**config.mk**
```make
export PLATFORM = sky130hd
export DESIGN_NAME = ppa_brent_kung_pipe_flat
export DESIGN_NICKNAME = d
export VERILOG_FILES = /design/src/rtl/ppa_brent_kung_pipe_pkg.sv /design/src/rtl/ppa_brent_kung_pipe_if.sv /design/src/rtl/ppa_brent_kung_pipe_bk_prefix_level.sv /design/src/rtl/ppa_brent_kung_pipe.sv /design/src/flat_wrapper.sv
export SDC_FILE = /design/constraint.sdc
export NUM_CORES = 1
export LEC_CHECK = 0
export ABC_AREA = 1
export CELL_PAD_IN_SITES_DETAIL_PLACEMENT = 1
export CELL_PAD_IN_SITES_GLOBAL_PLACEMENT = 2
export CORE_ASPECT_RATIO = 0.5
export CORE_MARGIN = 10
export CORE_UTILIZATION = 35
export CTS_CLUSTER_DIAMETER = 30
export DETAILED_ROUTE_END_ITERATION = 10
export PLACE_DENSITY_LB_ADDON = 0.12
export SYNTH_ARGS = -nofsm -noshare
export SYNTH_HDL_FRONTEND = slang
export SYNTH_SLANG_ARGS = --single-unit
```
**constraint.sdc**
```tcl
create_clock -name clk -period 3.81 [get_ports clk]
set_clock_uncertainty 0.05 [all_clocks]
set_input_delay 0.5715 -clock clk [delete_from_list [all_inputs] [get_ports clk]]
set_output_delay 0.5715 -clock clk [all_outputs]
set_load 0.005 [all_outputs]
```
**src/rtl/ppa_brent_kung_pipe_pkg.sv**
```systemverilog
// Shared types and elaboration helpers for the pipelined
// Brent-Kung prefix adder/subtractor.
package ppa_pkg;

  typedef struct packed {
    logic p;
    logic g;
  } gp_t;

  function automatic int clog2(input int v);
    int r;
    r = 0;
    while ((1 << r) < v) r++;
    return r;
  endfunction

  function automatic int prefix_levels(input int width);
    return 2 * clog2(width) - 1;
  endfunction

  function automatic int stage_boundary(
    input int k,
    input int levels,
    input int stages
  );
    return (k * levels) / stages;
  endfunction

  // True when a register rank follows prefix level `level`.
  function automatic bit rank_after(
    input int level,
    input int levels,
    input int stages
  );
    bit r;
    r = 1'b0;
    for (int k = 1; k < stages; k++)
      if (stage_boundary(k, levels, stages) == level)
        r = 1'b1;
    return r;
  endfunction

endpackage

```
**src/rtl/ppa_brent_kung_pipe_if.sv**
```systemverilog
// Operand/result handshake bundle of the prefix adder.
// master drives operands and out_ready; slave is the adder.
interface ppa_brent_kung_pipe_if #(
  parameter int WIDTH = 32
);
  logic             in_valid;
  logic             in_ready;
  logic [WIDTH-1:0] a;
  logic [WIDTH-1:0] b;
  logic             cin;
  logic             sub;
  logic             out_valid;
  logic             out_ready;
  logic [WIDTH-1:0] sum;
  logic             cout;
  logic             ovf;
  logic             zero;

  modport master (
    output in_valid, a, b, cin, sub, out_ready,
    input  in_ready, out_valid, sum, cout, ovf, zero
  );

  modport slave (
    input  in_valid, a, b, cin, sub, out_ready,
    output in_ready, out_valid, sum, cout, ovf, zero
  );
endinterface

```
**src/rtl/ppa_brent_kung_pipe_bk_prefix_level.sv**
```systemverilog
// One Brent-Kung level: up-sweep levels first, then down-sweep.
// Nodes beyond WIDTH simply do not exist (pass-through tree).
module bk_prefix_level
  import ppa_pkg::*;
#(
  parameter int WIDTH = 32,
  parameter int LEVEL = 0
) (
  input  gp_t [WIDTH-1:0] gp_i,
  output gp_t [WIDTH-1:0] gp_o
);
  localparam int LOGW = clog2(WIDTH);
  localparam bit UP   = (LEVEL < LOGW);
  localparam int EXP  = UP ? LEVEL : (2 * LOGW - 2 - LEVEL);
  localparam int SPAN = 1 << EXP;

  for (genvar i = 0; i < WIDTH; i++) begin : g_node
    localparam bit ACT = UP
      ? (((i + 1) % (2 * SPAN)) == 0)
      : ((((i + 1) % (2 * SPAN)) == SPAN) && (i >= 2 * SPAN));
    if (ACT) begin : g_op
      assign gp_o[i].g = gp_i[i].g
                       | (gp_i[i].p & gp_i[i-SPAN].g);
      assign gp_o[i].p = gp_i[i].p & gp_i[i-SPAN].p;
    end else begin : g_pass
      assign gp_o[i] = gp_i[i];
    end
  end
endmodule

```
**src/rtl/ppa_brent_kung_pipe.sv**
```systemverilog
// Pipelined Brent-Kung adder/subtractor with a global-stall
// valid/ready handshake and carry/overflow/zero flags.
module ppa_brent_kung_pipe
  import ppa_pkg::*;
#(
  parameter int WIDTH  = 32,
  parameter int STAGES = 3
) (
  input  logic clk,
  input  logic rst,
  ppa_brent_kung_pipe_if.slave bus
);
  localparam int LEVELS = prefix_levels(WIDTH);

  logic             stall;
  logic [WIDTH-1:0] b_eff;
  logic             c0_prep;
  gp_t  [WIDTH-1:0] gp_prep;

  gp_t  [WIDTH-1:0] gp_r0;
  logic [WIDTH-1:0] p_r0;
  logic             c0_r0;
  logic             v_r0;

  // Subtraction is A + ~B + ~borrow.
  assign b_eff   = bus.sub ? ~bus.b : bus.b;
  assign c0_prep = bus.sub ? ~bus.cin : bus.cin;

  for (genvar i = 0; i < WIDTH; i++) begin : g_prep
    assign gp_prep[i].p = bus.a[i] ^ b_eff[i];
    assign gp_prep[i].g = bus.a[i] & b_eff[i];
  end

  // Rank 0: capture prepared operands; hold while stalled.
  always_ff @(posedge clk) begin
    if (rst) begin
      gp_r0 <= '0;
      p_r0  <= '0;
      c0_r0 <= 1'b0;
      v_r0  <= 1'b0;
    end else if (!stall) begin
      gp_r0 <= gp_prep;
      p_r0  <= bus.a ^ b_eff;
      c0_r0 <= c0_prep;
      v_r0  <= bus.in_valid;
    end
  end

  for (genvar l = 0; l < LEVELS; l++) begin : g_lvl
    gp_t  [WIDTH-1:0] gp_i;
    gp_t  [WIDTH-1:0] gp_c;
    gp_t  [WIDTH-1:0] gp_o;
    logic [WIDTH-1:0] p_i;
    logic [WIDTH-1:0] p_o;
    logic             c0_i;
    logic             c0_o;
    logic             v_i;
    logic             v_o;

    if (l == 0) begin : g_head
      assign gp_i = gp_r0;
      assign p_i  = p_r0;
      assign c0_i = c0_r0;
      assign v_i  = v_r0;
    end else begin : g_link
      assign gp_i = g_lvl[l-1].gp_o;
      assign p_i  = g_lvl[l-1].p_o;
      assign c0_i = g_lvl[l-1].c0_o;
      assign v_i  = g_lvl[l-1].v_o;
    end

    bk_prefix_level #(
      .WIDTH(WIDTH),
      .LEVEL(l)
    ) u_level (
      .gp_i(gp_i),
      .gp_o(gp_c)
    );

    if (rank_after(l, LEVELS, STAGES)) begin : g_rank
      // Mid-tree rank: advance with the pipe, hold on stall.
      always_ff @(posedge clk) begin
        if (rst) begin
          gp_o <= '0;
          p_o  <= '0;
          c0_o <= 1'b0;
          v_o  <= 1'b0;
        end else if (!stall) begin
          gp_o <= gp_c;
          p_o  <= p_i;
          c0_o <= c0_i;
          v_o  <= v_i;
        end
      end
    end else begin : g_wire
      assign gp_o = gp_c;
      assign p_o  = p_i;
      assign c0_o = c0_i;
      assign v_o  = v_i;
    end
  end

  gp_t  [WIDTH-1:0] gp_f;
  logic [WIDTH-1:0] p_f;
  logic             c0_f;
  logic             v_f;
  logic [WIDTH:0]   carry;
  logic [WIDTH-1:0] sum_raw;

  assign gp_f = g_lvl[LEVELS-1].gp_o;
  assign p_f  = g_lvl[LEVELS-1].p_o;
  assign c0_f = g_lvl[LEVELS-1].c0_o;
  assign v_f  = g_lvl[LEVELS-1].v_o;

  assign carry[0] = c0_f;
  for (genvar i = 0; i < WIDTH; i++) begin : g_carry
    assign carry[i+1] = gp_f[i].g | (gp_f[i].p & c0_f);
  end
  assign sum_raw = p_f ^ carry[WIDTH-1:0];

  assign stall        = v_f & ~bus.out_ready;
  assign bus.in_ready = ~stall;

  // Outputs read as zero whenever no valid beat is present.
  assign bus.out_valid = v_f;
  assign bus.sum  = v_f ? sum_raw : '0;
  assign bus.cout = v_f & carry[WIDTH];
  assign bus.ovf  = v_f & (carry[WIDTH] ^ carry[WIDTH-1]);
  assign bus.zero = v_f & (sum_raw == '0);
endmodule

```
**src/flat_wrapper.sv**
```systemverilog
// flat-port wrapper written by rule: the top's interface ports become plain ports
module ppa_brent_kung_pipe_flat import ppa_pkg::*;
#(
  parameter int WIDTH  = 32,
  parameter int STAGES = 3
)
  (clk, rst, bus_in_valid, bus_a, bus_b, bus_cin, bus_sub, bus_out_ready, bus_in_ready, bus_out_valid, bus_sum, bus_cout, bus_ovf, bus_zero);
  ppa_brent_kung_pipe_if #(.WIDTH(WIDTH)) bus_i ();
  input  logic clk;
  input  logic rst;
  input wire logic [$bits(bus_i.in_valid)-1:0] bus_in_valid;
  input wire logic [$bits(bus_i.a)-1:0] bus_a;
  input wire logic [$bits(bus_i.b)-1:0] bus_b;
  input wire logic [$bits(bus_i.cin)-1:0] bus_cin;
  input wire logic [$bits(bus_i.sub)-1:0] bus_sub;
  input wire logic [$bits(bus_i.out_ready)-1:0] bus_out_ready;
  output wire logic [$bits(bus_i.in_ready)-1:0] bus_in_ready;
  output wire logic [$bits(bus_i.out_valid)-1:0] bus_out_valid;
  output wire logic [$bits(bus_i.sum)-1:0] bus_sum;
  output wire logic [$bits(bus_i.cout)-1:0] bus_cout;
  output wire logic [$bits(bus_i.ovf)-1:0] bus_ovf;
  output wire logic [$bits(bus_i.zero)-1:0] bus_zero;
  assign bus_i.in_valid = bus_in_valid;
  assign bus_i.a = bus_a;
  assign bus_i.b = bus_b;
  assign bus_i.cin = bus_cin;
  assign bus_i.sub = bus_sub;
  assign bus_i.out_ready = bus_out_ready;
  assign bus_in_ready = bus_i.in_ready;
  assign bus_out_valid = bus_i.out_valid;
  assign bus_sum = bus_i.sum;
  assign bus_cout = bus_i.cout;
  assign bus_ovf = bus_i.ovf;
  assign bus_zero = bus_i.zero;
  ppa_brent_kung_pipe #(.WIDTH(WIDTH), .STAGES(STAGES)) u_core (.clk(clk), .rst(rst), .bus(bus_i));
endmodule
```
# --- After elaboration in Yosys (flattened, before gate mapping) ---
# Cells that the tools add are included.
op_classes:
  n_mux: 3
  bitwise: 310
  n_reduce_logical: 1
op_table:
  columns: ["cell", "count"]
  rows:
  - ["bitwise AND 1 bit", 182]
  - ["OR 1 bit", 89]
  - ["2-to-1 mux 32 bit", 2]
  - ["XOR 32 bit", 2]
  - ["XOR 1 bit", 33]
  - ["logical NOT 32 bit", 1]
  - ["inverter 32 bit", 1]
  - ["inverter 1 bit", 3]
  - ["2-to-1 mux 1 bit", 1]
totals:
  reg_bits: 294
  in_bits: 70
  output_inout_bits: 37

# --- Longest topological paths before layout ---
# Gate-level depths: netlist (run 1).
depth:
  word_depth: 8
  mapped_depth: 11
  depth_no_buf: 10

# --- Modules after synthesis ---
# A second synthesis (run 1) with hierarchy kept.
hier_totals:
  hier_cells: 2213
  area_unflattened_um2: 15397.3
by_module_without_submodules:
  columns: ["module", "n_inst", "cells_per_inst", "area_each_um2", "seq_area_each_um2"]
  rows:
  - ["ppa_brent_kung_pipe", 1, 1466, 10859.2, 5245.0]
  - ["bk_prefix_level (u_core.g_lvl[4].u_level ...)", 2, 67, 484.2, 0.0]
  - ["bk_prefix_level (u_core.g_lvl[0].u_level)", 1, 112, 540.5, 0.0]
  - ["bk_prefix_level (u_core.g_lvl[8].u_level)", 1, 109, 536.8, 0.0]
  - ["bk_prefix_level (u_core.g_lvl[1].u_level)", 1, 88, 510.5, 0.0]
  - ["bk_prefix_level (u_core.g_lvl[7].u_level)", 1, 85, 506.7, 0.0]
  - ["bk_prefix_level (u_core.g_lvl[2].u_level)", 1, 76, 495.5, 0.0]
  - ["bk_prefix_level (u_core.g_lvl[6].u_level)", 1, 73, 491.7, 0.0]
  - ["bk_prefix_level (u_core.g_lvl[3].u_level)", 1, 70, 488.0, 0.0]

# --- Worst setup path after synthesis (run 1) ---
# Ideal clock, no wire load.
synth_path:
  path_type: "register to output"
  start: "register u_core.g_lvl[6].c0_o (netlist: u_core.c0_f)"
  end: "output port bus_zero"
  arrival_time_ps: 1313
  t_required_ps: 3188
  setup_slack_ps: 1875
  path_stages_with_launch: 12
  cell_sequence: "dfxtp_1 -> buf_2 -> nand2_1 -> nand2_1 -> nand2_1 -> nand2_1 -> nand2_1 -> nor2_1 -> nand3_1 -> nor2_1 -> nand2_1 -> nor2_1"
synth_between:
  elab_chain_len: 5
  elab_cells_between_ends: 65
  cone_classes: "bitwise: 64; reduce/logical: 1"
synth_lines:
  columns: ["item", "line_no", "text"]
  rows:
  - ["from (decl)", "ppa_brent_kung_pipe.sv:56", "logic c0_o;"]
  - ["from (signal assigned)", "ppa_brent_kung_pipe.sv:91", "c0_o <= c0_i;"]
  - ["bitwise AND 1 bit", "ppa_brent_kung_pipe.sv:117", "assign carry[i+1] = gp_f[i].g | (gp_f[i].p & c0_f);"]
  - ["OR 1 bit", "ppa_brent_kung_pipe.sv:117", null]
  - ["XOR 32 bit *", "ppa_brent_kung_pipe.sv:119", "assign sum_raw = p_f ^ carry[WIDTH-1:0];"]
  - ["logical NOT 32 bit *", "ppa_brent_kung_pipe.sv:129", "assign bus.zero = v_f & (sum_raw == '0);"]
  - ["bitwise AND 1 bit *", "ppa_brent_kung_pipe.sv:129", null]
  - ["to (decl)", "flat_wrapper.sv:22", "output wire logic [$bits(bus_i.zero)-1:0] bus_zero;"]
# Every way passes the cells marked *; elsewhere a longest branch is shown, timed or not.

# --- Worst setup path in the final report (run 1) ---
# Ends and elaborated chain as after synthesis.

==> out/metrics.yaml, run 1 <==
place_ws_ps: 792.5
area_delta_synth_final_pct: 25.13
core-area_um2: 27920
grt_max_degree: 84
initial_utilization_pct: 35.81
ir_drop_v: 0.0002463
slew_headroom_pct: 35.39
port_buffers: 106
synth_area_um2: 10000
cp-endpoint: "bus_zero"
avgSynthCellArea_um2: 7.358
clk_path_buf_depth: 3
grt_pass1_vias: 9189
routedWlPerCell_um: 18.81
overflow: 0
grtUsageTotal_pct: 18.66
die_w_um: 259.0
ctsRootBufferMaster: "clkbuf_16"
p_per_area_nw_per_um2: 541.8
critPathLaunch: "u_core.c0_f"
m1WireLength_mm: 19.12
ys_seq_area_share_pct: 46.05
synth_area_leaders: "dfxtp_1 (46%), nor2_1 (12%), o21ai_0 (10%)"
dpl-instance-area_um2: 11260
path_cells: "ha_1, nor2_1, nand3_1, nor2_1, nand2_1, nor2_1, nand4_1, nor2_1, clkdlybuf4s50_1"
synth-seq-cells: 230
ant_nets: 0
die_h_um: 139.5
cts_tree: "done"
setup_viol: 0
crit_required_ps: 3190
layout_common_cells: "nor2_1 (317), dfxtp_1 (229), o21ai_0 (200)"
yosysTopAreaCell: "dfxtp_1"
cpMostUsedCell: "nor2_1"
htreeDepth: 2
wl_met2_mm: 12.50
drt_iter0_drc: 621
syn-num-nets: 1462
antenna_found_initial: 0
drive_gt1_share_pct: 6.416
r2r_setup_slack_ps: 1000
p_leak_nw: 5.137
first_pass_iters: 5
route.vias.total: 9291
stdcell_area_um2: 12510
drv_slew: 0
highest_layer: "met4"
grt_pass1_wl_mm: 53.32
mostFrequentLayoutCell: "nor2_1"
drc: 0
hpwl_mm: 25.19
fin_util_pct: 44.81
place_congestion: 0.8443
hold_slack_ps: 397.6
reg2reg_depth: 6
r2r_end: "u_core.g_lvl[6].gp_o[54]"
cts_buffers: 37
holdCritPathClass: "reg -> reg"
critical_path.slowest_cell: "dfxtp_2"
crit_path_max_fanout: 16
yosys.cell_types.count: 25
outcome: "finished, final reports clean"
netlist_instances: 1359
critPathArrivalTime_ps: 2670
timing.setup.tns_ps: 0
setup_ws_ps: 516.8
grt_setup_unrepaired: "false"
finalPower_mw: 6.779
post-place-cells: 1780
cts.sinks: 230
insertion_delay_ps: 520
die_area_um2: 36140
finalCriticalPeriod_ps: 3293
viasPerCell: 5.028
num_io_pins: 107
endpoint_kind: "primary output"
wl_met3_mm: 2.843
synth_top_area_share_pct: 46.05
startpoint_type: "register"
period_share_pct: 86.44
wl_mm: 34.77
num_rows: 43
final_nets: 1540
setup.worst_path.class: "reg -> out"
clkTransAtPathRegs_ps: 60
tightestPinTransition_ps: 959.1
hold_viol: 0
r2r-start: "u_core.bus.out_valid"
fmax_mhz: 303.7
drv_cap: 0
critical_path.max_stage_delay_ps: 550
instances_no_fill: 1848
fill_cells: 3415
yosysWarnings: 0
[power by group]
group / internal, mW / leakage [nW] / switching (mW)
logic: 0.283 / 2.67 / 0.414
registers: 2.57 / 1.89 / 0.149
clock network: 2.04 / 0.586 / 1.32
[worst min-delay path by stage]
stage                                   from                  endpoint  slack [ps]  cells past startpoint
floorplan            u_core.g_lvl[3].gp_o[6]   u_core.g_lvl[6].gp_o[6]         370                      2
global placement    u_core.g_lvl[6].gp_o[51]  u_core.g_lvl[6].gp_o[51]         390                      2
detailed placement   u_core.g_lvl[3].p_o[12]   u_core.g_lvl[3].p_o[12]         410                      2
CTS                  u_core.g_lvl[3].gp_o[6]   u_core.g_lvl[6].gp_o[6]         420                      2
global route        u_core.g_lvl[3].gp_o[34]  u_core.g_lvl[3].gp_o[34]         440                      2
finish               u_core.g_lvl[3].gp_o[6]   u_core.g_lvl[6].gp_o[6]         400                      2
[final cells by class]
| cell class | instances | area, um^2 | share of cell area (%) |
|---|---|---|---|
| repair buffers | 121 | 1194 | 9.540 |
| clock inverters | 22 | 221.5 | 1.770 |
| clock buffers | 45 | 1028 | 8.220 |
| well taps | 382 | 478.0 | 3.820 |
| multi-input cells | 976 | 4708 | 37.63 |
| inverters | 71 | 274.0 | 2.190 |
| flip-flops and latches | 230 | 4606 | 36.81 |
| diodes | 1 | 2.502 | 0.02000 |
[per-layer routing]
| layer | GRT usage [%] | vias to the layer above |
|---|---|---|
| met5 | 0 | - |
| met4 | 3.541 | 0 |
| met2 | 22.97 | 206 |
| met3 | 5.504 | 29 |
| li1 | - | 4601 |
| met1 | 29.90 | 4455 |
[cells in the mapped netlist (all sizes together)]
library cell	instances
nand3b	12
o21ai	200
nand4	7
nand2	183
dfxtp	230
clkbuf	43
nor3	10
or2	10
a21oi	110
buf	39
a21o	4
o21bai	3
xor2	32
nand3	49
nor4	2
ha	33
xnor2	1
inv	71
nor2	317
a31oi	3
[logic make-up (layout without fill, tap and decap cells)]
family                   Yosys count  in the layout  synth area share [%]
other                              0              1                     0
adder cells (fa/ha/maj)           33             33                 4.129
AO/OA/AOI/OAI                    320            320                 16.23
buffers and inverters            153            259                 6.894
XOR/XNOR                          33             33                 2.890
flip-flops                       230            230                 46.05
AND/OR/NAND/NOR                  590            590                 23.81
[repair_timing]
action | CTS | global route
buffers inserted | 0 | 0
hold buffers | 0 | 0
gates resized for setup | 0 | 1
endpoints found under the setup margin | 0 | 1
[sequential cells by signal (all words and copies together), names as in the netlist, 32 cells and up]
register           count
u_core.g_lvl.gp_o     96
u_core.g_lvl.gp_i     32
u_core.g_lvl.p_o      64
u_core.g_lvl.p_i      32
[worst max-delay path: cells and delay by family, from the launching register on]
family                   cells  cell delay (ps)
AND/OR/NAND/NOR              7              760
buffers and inverters        1              520
flip-flops                   1              550
adder cells (fa/ha/maj)      1              310
Note: power is estimated with default switching activity, not from simulation.
==> run 2, diff against run 1 <==
--- a/config.mk
+++ b/config.mk
@@ -13,6 +13,7 @@
 export CORE_UTILIZATION = 35
 export CTS_CLUSTER_DIAMETER = 30
 export DETAILED_ROUTE_END_ITERATION = 10
+export GPL_ROUTABILITY_DRIVEN = 1
 export PLACE_DENSITY_LB_ADDON = 0.12
 export SYNTH_ARGS = -nofsm -noshare
 export SYNTH_HDL_FRONTEND = slang
==> constraint.sdc (replaced) <==
create_clock -name clk -period 4 [get_ports clk]
set_clock_uncertainty 0.05 [all_clocks]
set_input_delay 0.6 -clock clk [delete_from_list [all_inputs] [get_ports clk]]
set_output_delay 0.6 -clock clk [all_outputs]
set_load 0.005 [all_outputs]
==> run 2 against run 1 <==
Effect of this change: sequential power is 5% lower; combinational power down 4.2%; non-clock buffer count grew 4; critical path depth stayed put; utilization up 0.57 points; via count rose by 0.44%; first-iteration DRC count fell by 4.3%; cell count up 0.60%; highest routed layer unchanged; sequential share of layout area fell by 0.47 points; flip-flop and latch count stayed put.
==> out/metrics.yaml, run 2 (synthesized netlist as in run 1, its figures left out) <==
drv_cap: 0  # unchanged
fmax_mhz: 283.0
drt_iter0_drc: 594  # -4.3%
grt_max_degree: 92  # +9.5%
tightestPinTransition_ps: 942.0  # -17.02 ps
hold_buffers: 0  # unchanged
cts_buffers: 41  # +11%
clkTransAtPathRegs_ps: 50  # about the same
ir_drop_v: 0.0002449  # -0.57%
largest_reg_flops: 96  # unchanged
antenna_found_initial: 0  # unchanged
drc: 0  # unchanged
critical_path.slowest_cell: "dfxtp_1"
pwr-share-clk_pct: 52.2  # +2.6 points
slew_headroom_pct: 37.20  # +1.8 points
outcome: "finished, final reports clean"
num_antenna_cells: 0  # -1
ctsRootBufferMaster: "clkbuf_16"
grt_setup_unrepaired: "false"
cts.sinks: 230  # unchanged
route.vias.total: 9332  # +0.44%
first_pass_iters: 5  # unchanged
clk_path_buf_depth: 3  # unchanged
ant_nets: 0  # unchanged
place_ws_ps: 985.6  # +193.0 ps
cts_tree: "done"
path_cells: "ha_1, nor2_1, nand3_1, nor2_1, nand2_1, nor2_1, nand4_1, nor2_1, clkdlybuf4s50_1"
timing.setup.tns_ps: 0  # unchanged
grt_pass1_vias: 9184  # -0.054%
switching_share_pct: 26.50  # -1.3 points
core-area_um2: 27920  # unchanged
combPwrFrac_pct: 9.8  # -0.5 points
finalCriticalPeriod_ps: 3533
top_regs: "u_core.g_lvl.gp_o x96, u_core.g_lvl.p_o x64"
post-cts-setup-buffers: 0  # unchanged
viasPerCell: 5.020  # -0.15%
critical_path.max_stage_delay_ps: 780  # +230 ps
num_rows: 43  # unchanged
setup_viol: 0  # unchanged
grt_pass1_wl_mm: 53.30  # about the same
top_register: "u_core.g_lvl.gp_o"
startpoint_type: "register"
mostFrequentLayoutCell: "nor2_1"
setup.worst_path.class: "reg -> out"
htreeDepth: 2  # unchanged
cpMostUsedCell: "nor2_1"
crit_path_max_fanout: 16  # unchanged
cts_resized: 0  # unchanged
endpoint_kind: "primary output"
die_area_um2: 36140  # unchanged
switchingPower_mw: 1.802  # -4.3%
seqPwrFrac_pct: 38.0  # -2.1 points
die_h_um: 139.5  # unchanged
hold_viol: 0  # unchanged
die_w_um: 259.0  # unchanged
area_delta_synth_final_pct: 26.71
initial_utilization_pct: 35.81  # unchanged
hpwl_mm: 24.76  # -1.7%
num_io_pins: 107  # unchanged
place_congestion: 0.8094  # -4.1%
final_nets: 1548  # +0.52%
overflow: 0  # unchanged
fill_cells: 3411  # -0.12%
port_buffers: 106  # unchanged
insertion_delay_ps: 530  # about the same
period_share_pct: 88.33
internal_power_mw: 4.999  # +2.1%
critPathArrivalTime_ps: 2880  # +210 ps
crit_required_ps: 3350  # +160 ps
setup_ws_ps: 466.8  # -50.01 ps
wl_mm: 34.46  # -0.88%
holdCritPathClass: "reg -> reg"
grtUsageTotal_pct: 18.56  # -0.097 points
drv_slew: 0  # unchanged
drive_gt1_share_pct: 7.109  # +0.69 points
p_per_area_nw_per_um2: 536.8  # -0.93%
layout_common_cells: "nor2_1 (317), dfxtp_1 (230), o21ai_0 (200)"
routedWlPerCell_um: 18.54  # -1.5%
p_leak_nw: 5.238  # +2.0%
run 2: metal layers:
layer	vias to the layer above	wire [um]	global-route usage, %
li1	4625	-	-
met3	27	2202	4.079
met1	4486	19510	30.63
met5	-	0	0
met2	194	12480	22.98
met4	0	265	3.110
run 2: worst paths after layout:
kind                                 start                  endpoint  slack [ps]  cells after the start
hold / removal    u_core.g_lvl[6].gp_o[51]  u_core.g_lvl[6].gp_o[51]         400                      2
setup reg to reg      u_core.bus.out_valid  u_core.g_lvl[6].gp_o[24]        1220                      6
hold reg to reg   u_core.g_lvl[6].gp_o[51]  u_core.g_lvl[6].gp_o[51]         400                      2
setup / recovery               u_core.c0_f                  bus_zero         470                      9
run 2: cell type report:
| cell class | count | area, um^2 | area share [%] |
|---|---|---|---|
| clock inverters | 27 | 292.8 | 2.311 |
| inverters | 71 | 274.0 | 2.163 |
| clock buffers | 48 | 1115 | 8.798 |
| flip-flops and latches | 230 | 4604 | 36.34 |
| multi-input cells | 976 | 4708 | 37.16 |
| repair buffers | 125 | 1199 | 9.460 |
| well taps | 382 | 478.0 | 3.772 |
run 2: power groups by stage:
stage,Combinational [mW],Clock (mW),Sequential (mW)
global route,0.760,3.72,2.60
floorplan,0.426,0,2.56
detailed placement,0.657,0,2.63
global placement,0.644,0,2.62
finish,0.667,3.55,2.59
CTS,0.669,3.61,2.58
run 2: metrics by stage:
step / hold slack, ps / cell area (um^2) / utilization (%) / power, mW / cells
2_1_floorplan: 374.5 / 10000 / - / 2.989 / 1359
3_3_place_gp: 389.7 / 11260 / 40.34 / 3.266 / 1784
3_5_place_dp: 396.8 / 11260 / 40.34 / 3.284 / 1784
4_1_cts: 403.6 / 12670 / 45.38 / 6.859 / 1859
5_1_grt: 415.2 / 12670 / 45.38 / 7.080 / 1859
6_report: 398.1 / 12670 / 45.38 / 6.801 / 1859
run 2: worst max-delay path: cells and delay by family (launching register included):
| family | cells | cell delay (ps) |
|---|---|---|
| AND/OR/NAND/NOR | 7 | 700 |
| flip-flops | 1 | 780 |
| buffers and inverters | 1 | 520 |
| adder cells (fa/ha/maj) | 1 | 360 |
